===== src/rtl/mux_bus_arbiter.sv =====
// mux_bus_arbiter: two-requester round-robin bus owner driving a registered 2:1 data mux
module mux_bus_arbiter #(
  parameter int DATA_WIDTH = 4,
  parameter int MAX_HOLD   = 8,
  parameter int HOLD_W     = 4
) (
  input  logic                  clk,
  input  logic                  rst_n,
  input  logic                  i_req0,
  input  logic                  i_req1,
  input  logic [DATA_WIDTH-1:0] i_data0,
  input  logic [DATA_WIDTH-1:0] i_data1,
  output logic                  o_gnt0,
  output logic                  o_gnt1,
  output logic                  o_sel,
  output logic [DATA_WIDTH-1:0] o_bus_out,
  output logic                  o_bus_valid
);
  typedef enum logic [1:0] {IDLE, OWN0, OWN1} state_t;
  state_t r_state, w_next, w_other;
  logic [HOLD_W-1:0] r_hold;
  logic r_prio, r_valid;
  logic [DATA_WIDTH-1:0] r_bus;
  logic w_own_req, w_oth_req, w_xfer, w_cap, w_enter;
  always_comb begin
    w_other   = r_state == OWN1 ? OWN0 : OWN1;
    w_own_req = r_state == OWN1 ? i_req1 : i_req0;
    w_oth_req = r_state == OWN1 ? i_req0 : i_req1;
    w_xfer    = r_state != IDLE && w_own_req;
    w_cap     = r_hold == HOLD_W'(MAX_HOLD - 1);
    w_next    = r_state == IDLE ? (i_req0 && i_req1 ? (r_prio ? OWN1 : OWN0) :
                                   i_req0 ? OWN0 : i_req1 ? OWN1 : IDLE) :
                !w_own_req ? (w_oth_req ? w_other : IDLE) :
                (w_cap && w_oth_req) ? w_other : r_state;
    w_enter   = w_next != IDLE && w_next != r_state;
  end
  always_ff @(posedge clk or negedge rst_n) begin
    if (!rst_n) begin
      r_state <= IDLE;
      r_hold  <= '0;
      r_prio  <= 1'b0;
      r_bus   <= '0;
      r_valid <= 1'b0;
    end else begin
      r_state <= w_next;
      r_valid <= w_xfer;
      if (w_xfer) r_bus <= r_state == OWN1 ? i_data1 : i_data0;
      if (w_enter) begin
        r_hold <= '0;
        r_prio <= w_next == OWN0;
      end else if (w_xfer && !w_cap) r_hold <= r_hold + HOLD_W'(1);
    end
  end
  assign o_gnt0      = r_state == OWN0;
  assign o_gnt1      = r_state == OWN1;
  assign o_sel       = r_state == OWN1;
  assign o_bus_out   = r_bus;
  assign o_bus_valid = r_valid;
endmodule

===== config.mk =====
export PLATFORM = sky130hd
export DESIGN_NAME = mux_bus_arbiter
export DESIGN_NICKNAME = d
export VERILOG_FILES = /design/src/rtl/mux_bus_arbiter.sv
export SDC_FILE = /design/constraint.sdc
export NUM_CORES = 1
export LEC_CHECK = 0
export ABC_AREA = 0
export CAP_MARGIN = 20
export CORE_MARGIN = 8
export CORE_UTILIZATION = 32
export CTS_CLUSTER_SIZE = 40
export DETAILED_ROUTE_END_ITERATION = 8
export PLACE_DENSITY_LB_ADDON = 0.2
export SLEW_MARGIN = 20
export SYNTH_ARGS = -nofsm -noshare
export SYNTH_HDL_FRONTEND = slang
export SYNTH_SLANG_ARGS = --single-unit

===== constraint.sdc =====
create_clock -name clk -period 1.84 [get_ports clk]
set_input_delay 0.46 -clock clk [delete_from_list [all_inputs] [get_ports clk]]
set_output_delay 0.46 -clock clk [all_outputs]
set_load 0.02 [all_outputs]

# Yosys cells after proc, flatten, opt, wreduce, memory -nomap -nowiden
# Index checks and enable logic that the tools add are counted.
# Widths: inputs -> output; s select.
# word_totals
ff_bits	12
latch_bits	0
mem_bits_rw	0
romBits	0
output_inout_bits	8
n_memories	0
# op_classes
n_addsub	1
n_mul	0
div	0
magnitude_cmp	0
eq_ne	5
n_shift	0
n_mux	14
bitwise	0
n_reduce_logical	10
# op_table
operator	count
$mux 2	9
$mux 4	3
$reduce_bool 2->1	3
$logic_and 1x1->1	5
$add 4x1->4 const B	1
$eq 2x1->1 const B	2
$eq 4x3->1 const B	1
$eq 2x2->1 const B	1
$logic_not 2->1	1
$mux 1	2
$ne 2x2->1	1
$logic_not 1->1	1

# Longest topological paths before layout
# Gate-level depths: netlist of run 1.
# depth
word_depth	9
depth_mapped	7
mapped_depth_nobuf	5

# Worst setup path after synthesis of run 1
# Ideal clock, no wire load.
# synth_timing
path_type	reg2reg
start	register r_hold[0]
end	register r_prio
t_arrival_ns	1.439
setup_slack_ns	0.277
path_stages_with_launch	7
path_buffers	1
synth_period_minus_slack_ns	1.563
cell_sequence	dfrtp_1 -> ha_1 -> and3b_1 -> buf_2 -> or3b_1 -> a21oi_1 -> a211oi_1
# synth_via
elab_chain_cells	7
elab_cells_between_ends	9
cone_classes	3 x eq/ne; 3 x mux; 3 x reduce/logical
# synth_lines
element	line	source
start: declaration	21	logic [HOLD_W-1:0] r_hold;
start signal: assignment	51	end else if (w_xfer && !w_cap) r_hold <= r_hold + HOLD_W'(1);
$eq 4x3->1 (*)	30	w_cap = r_hold == HOLD_W'(MAX_HOLD - 1);
$logic_and 1x1->1 (*)	34	(w_cap && w_oth_req) ? w_other : r_state;
$mux 2 (*)	34	
$mux 2 (*)	33	!w_own_req ? (w_oth_req ? w_other : IDLE) :
$mux 2 (*)	31	w_next = r_state == IDLE ? (i_req0 && i_req1 ? (r_prio ? OWN1 : OWN0) :
$ne 2x2->1 / $reduce_bool 2->1 (equally long branches)	35	w_enter = w_next != IDLE && w_next != r_state;
$logic_and 1x1->1	35	
end signal: assignment	41	r_prio <= 1'b0;
end signal: assignment	50	r_prio <= w_next == OWN0;
end: declaration	22	logic r_prio, r_valid;
# Mark *: on every way between the ends. The rest lies on a longest branch, timed or not.
# A chain may end at the register's enable or synchronous reset.

# Worst setup path after layout of run 1
# layout_timing
start	register r_state[0]
end	output o_gnt0
# layout_via
elab_chain_cells	1
# layout_lines
element	line	source
start: declaration	20	state_t r_state, w_next, w_other;
start signal: assignment	45	r_state <= w_next;
$eq 2x1->1	54	assign o_gnt0 = r_state == OWN0;
end: declaration	13	output logic o_gnt0,
# Every way passes these cells.

==> results.ini, run 1 <==
[power_and_ir_drop]
cellLeakagePower_nw=0.454
total_power_mw=0.885
pwr_density_cell_mw_per_mm2=897
ir_drop_mv=0.494

[cts]
clock-sinks=12
cts_buffer_depth=2
post_cts_buffers=0
cts.reportedPaths.clkPinSlew_ps=80
clk_latency_ps=270
cts_buffers=3
cts_tree=yes
htree_levels=1
clockRootBuffer=clkbuf_4

[global_route]
antenna_found_initial=0
grt_pass1_wl_mm=2.56
grt_pass1_vias=573
grt_max_degree=13
grt.overflow.total=0
grt_use_total_pct=7.71

[placement]
dpl.hpwl_mm=1.22
io_buffers=19
post-place-ws_ps=-33.7
dp.cells=121
gp_congestion=0.708

[logic_synthesis]
ys_seq_area_share_pct=42.1
synth_most_common_cell=dfrtp_1
synth_top_area_cell=dfrtp_1
netlist_area_um2=713
synthCells=72
synth_edf_count=0
ys_ff_latch=12
ys.flop_type=dfrtp_1
yosysWarnings=0
synth_nets=85
synth_top_cell_area_share_pct=42.1
synthTopCellsByCount=dfrtp_1 (12), nand2_1 (11), mux2i_1 (6), nor2_1 (6), o21ai_0 (6)
synth.distinct_cells=29
synthArstFlopShare_pct=100
avgSynthCellArea_um2=9.91
synthTopCellsByArea=dfrtp_1 (42%), mux2i_1 (8.4%), nand2_1 (5.8%), o21ai_0 (4.2%), buf_6 (3.2%)

[sta]
tightest_slew_ps=526
rsz0062_at_grt=false
period_needed_ps=1750
hold_ws_ps=491
slew_violations=0
relSlewSlack_pct=64.8
finalWorstSetupSlack_ps=93.7
hold_violations=0
timing.final.crit_share_pct=94.9
setup_viol=0
max_freq_ghz=0.573
final.setup_skew_ps=4.24

[critical_path]
cp_top_family=buffers and inverters
critPathArrivalTime_ps=1290
r2r_start=r_hold[0]$_DFFE_PN0P_
end_kind=primary output
worstSetupStartpointType=flip-flop
cp.required_ps=1380
slowest_delay_ps=390
critPathMaxFanout=9
reg2reg_to=r_prio$_DFFE_PN0P_
cp_slowest_cell=dfrtp_1
path_cells=buf_4 > and2b_1 > dlygate4sd2_1
r2r_cells=5
r2r_slack_ps=220
path_buf_inv=2
criticalPathCategory=reg2out

[final_layout]
n_antenna_cell=0
final_util_pct=45.4
area_growth_pct=38.2
layout.cells.non_filler=125
final_nets=111
drive_above_1_share_pct=19.6

[routing]
via_count=599
route.detailed.drc=0
drt_wl_total_mm=1.49
wire_per_inst_um=11.9
drt-initial-drc-count=8
drt_first_pass_iters=4
final_antenna_net_count=0
routed_via_density=4.79

[outcome]
status=complete, no violations

[hold_path]
hold_path_class=reg2reg
hold_depth=2
hp-start=o_bus_out[1]$_DFFE_PN0P_
hold_path_end=o_bus_out[1]$_DFFE_PN0P_

[die]
std_cell_rows=17
core_area_mm2=0.00217
io_pins=20
dieArea_mm2=0.00400
die_x_um=63.2
die_y_um=63.2
start_util_pct=32.9

[flow_run]
drv_cap=0

routing by layer:
metal	global-route usage, %	vias up	wire length, µm
li1	-	299	-
met1	8.64	289	649
met2	13.1	9	750
met3	2.47	2	82
met4	3.34	0	10
met5	0	-	0
what timing repair did:
action                                  in CTS  in global routing
endpoints found under the setup margin       3                  0
gates resized for setup                      4                  0
hold buffers                                 0                  0
tightest hold or removal path: cells and delay by family (launching register included):
kind             cells  cell delay [ps]
flip-flops           1              340
AO/OA/AOI/OAI        1               70
AND/OR/NAND/NOR      1               40
worst max-delay path by stage:
stage          slack (ps)               endpoint                   from  cells past startpoint
2_1_floorplan         280     r_prio$_DFFE_PN0P_  r_hold[0]$_DFFE_PN0P_                      6
3_3_place_gp            3  r_hold[3]$_DFFE_PN0P_                 i_req1                      5
3_5_place_dp          -30  r_hold[0]$_DFFE_PN0P_                 i_req1                      5
4_1_cts                80                 o_gnt0   r_state[0]$_DFF_PN0_                      3
5_1_grt                40                 o_gnt0   r_state[0]$_DFF_PN0_                      3
6_report               90                 o_gnt0   r_state[0]$_DFF_PN0_                      3
cells by family after synthesis:
| kind of cell | synth area share [%] |
|---|---|
| compound gates | 15.4 |
| xor+xnor | 1.23 |
| fa+ha+maj | 1.75 |
| buf+inv | 8.95 |
| flops | 42.1 |
| mux | 10.0 |
| simple gates | 20.5 |
cells in the final DEF (no fill, tap or decap), types with 2 or more instances in the layout:
master | Yosys | final
buf_4 | 1 | 7
clkdlybuf4s50_1 | 0 | 16
mux2i_1 | 6 | 6
inv_1 | 2 | 2
nand3_1 | 2 | 2
dfrtp_1 | 12 | 12
clkbuf_4 | 0 | 3
nand2_1 | 11 | 11
dlygate4sd2_1 | 0 | 3
nor2_1 | 6 | 6
a21oi_1 | 4 | 4
o21ai_0 | 6 | 6
report_power, final:
group	total, mW	internal [mW]	switching, mW
registers	0.348	0.313	0.0343
clock network	0.211	0.120	0.0913
logic	0.326	0.166	0.160
total	0.885	0.600	0.285
flip-flops by register name (all words and copies together) (netlist names):
register and cells:
o_bus_out 4, r_prio 1, r_state 2, r_hold 4, o_bus_valid 1
through the flow:
stage,instance area (µm²),TNS (ps)
finish,986,0
global route,986,0
CTS,986,0
detailed placement,951,-108
global placement,951,0
floorplan,713,0
cell type report:
cell class | instances | area (µm²)
clock buffer | 4 | 36.3
fill | 224 | 1180
inverter | 3 | 23.8
multi-input combinational | 52 | 352
sequential | 12 | 300
tap | 28 | 35.0
timing repair buffer | 26 | 239
Power figures use the tool's default switching activity.
==> inputs of run 2 (changes only) <==
CORE_UTILIZATION = 45   (was 32)
CTS_CLUSTER_DIAMETER = 40   (was unset)
==> run 2 against run 1 <==
Against the previous run:
- global-route usage grew 2.2 points
- maximum frequency shrank 0.36%
- clock-buffer cell count is the same
- worst hold slack is essentially flat
- critical endpoint unchanged
- largest cell class unchanged
- largest power group unchanged
==> results.ini, run 2 (same netlist as run 1, synthesis figures left out) <==
[cts]
clk_latency_ps=280
cts.hold.buffers_added=0
cts_tree=yes
clock-sinks=12
cts_buffer_depth=2
htree_levels=1
clockRootBuffer=clkbuf_4
cts_buffers=3
ctsResizeCount=3
post_cts_buffers=0
cts.reportedPaths.clkPinSlew_ps=90

[critical_path]
cp_slowest_cell=dfrtp_1
criticalPathCategory=reg2out
cp.required_ps=1380
slowest_delay_ps=380
critPathMaxFanout=9
cp_top_family=buffers and inverters
path_buf_inv=2
worstSetupStartpointType=flip-flop
critPathArrivalTime_ps=1290
path_cells=buf_4 > and2b_1 > dlygate4sd2_1
end_kind=primary output
crit_start=r_state[0]$_DFF_PN0_
r2r_start=r_hold[0]$_DFFE_PN0P_

[routing]
wl_met1_um=668
drt_wl_total_mm=1.49
top_layer=met4
wire_per_inst_um=13.2
drt_first_pass_iters=4
route.detailed.drc=0
wl_met2_um=684
final_antenna_net_count=0
routed_via_density=5.18
drt-initial-drc-count=8
via_count=585
wl_met3_um=102

[final_layout]
final_util_pct=65.0
final_common_cell=clkdlybuf4s50_1
final_cell_mix=clkdlybuf4s50_1 (16), dfrtp_1 (12), nand2_1 (11), buf_4 (7)
fillers=127
area_growth_pct=35.8
n_antenna_cell=0
final_nets=111
drive_above_1_share_pct=18.6

[global_route]
antenna_found_initial=0
grt_pass1_wl_mm=2.54
grt.overflow.total=0
grt_pass1_vias=565
grt_use_total_pct=9.89
grt_max_degree=13

[placement]
dpl.hpwl_mm=1.14
io_buffers=19
gp_congestion=0.875

[sta]
max_freq_ghz=0.571
timing.final.crit_share_pct=95.2
slew_violations=0
hold_ws_ps=490
period_needed_ps=1750
hold_violations=0
rsz0062_at_grt=false
final.setup_skew_ps=6.21
relSlewSlack_pct=64.1
tightest_slew_ps=536
setup_viol=0

[die]
io_pins=20
std_cell_rows=14
start_util_pct=47.9
die_y_um=55.8
die_x_um=55.8
dieArea_mm2=0.00311
core_area_mm2=0.00149

[power_and_ir_drop]
ir_drop_mv=0.574
pwr_density_cell_mw_per_mm2=918
total_power_mw=0.889
cellLeakagePower_nw=0.453

[hold_path]
hold_path_class=reg2reg
hp-start=o_bus_out[2]$_DFFE_PN0P_

[flow_run]
drv_cap=0

[outcome]
status=complete, no violations

## run 2: cell count changes in the layout (fill, tap and decap cells not counted)
cell	change
nor2b_1	+1
nor2b_2	-1
## run 2: final timing paths
| kind | to | slack, ps | cells after the start |
|---|---|---|---|
| worst max-delay path | o_gnt0 | 90 | 3 |
| worst min-delay path | o_bus_out[2]$_DFFE_PN0P_ | 490 | 2 |
| worst max register to register | r_prio$_DFFE_PN0P_ | 230 | 5 |
| worst min register to register | o_bus_out[2]$_DFFE_PN0P_ | 490 | 2 |
| max in group asynchronous | o_bus_valid$_DFF_PN0_ | 960 | 1 |
| min in group asynchronous | r_hold[0]$_DFFE_PN0P_ | 520 | 1 |
## run 2: report_power, final
part	switching, mW	internal, mW	total [mW]
clock	0.0999	0.120	0.220
combinational	0.156	0.165	0.321
sequential	0.0339	0.313	0.347
## run 2: worst min-delay path, cell delays in order, from the launching register on
cell and delay, ps:
dfrtp_1 350, nand2_1 50, o21ai_0 60
## run 2: stage by stage
| step | setup slack [ps] | std cells | TNS [ps] | cell area, µm² |
|---|---|---|---|---|
| floorplan | 277 | 72 | 0 | 713 |
| global placement | 8.22 | 109 | 0 | 936 |
| detailed placement | -40.3 | 109 | -111 | 936 |
| CTS | 82.5 | 113 | 0 | 968 |
| global route | 9.55 | 113 | 0 | 968 |
| finish | 87.4 | 113 | 0 | 968 |
## run 2: layout make-up
class                           count  area (µm²)  area share, %
Clock buffer                        4        36.3           3.75
Inverter                            3        23.8           2.45
Multi-Input combinational cell     52         349           36.0
Sequential cell                    12         300           31.0
Tap cell                           16        20.0           2.07
Timing Repair Buffer               26         239           24.7
## run 2: layer usage
metal	up-vias	global-route usage (%)
met5	-	0
met4	0	6.19
met3	4	4.11
met2	15	15.1
met1	266	11.1
li1	300	-
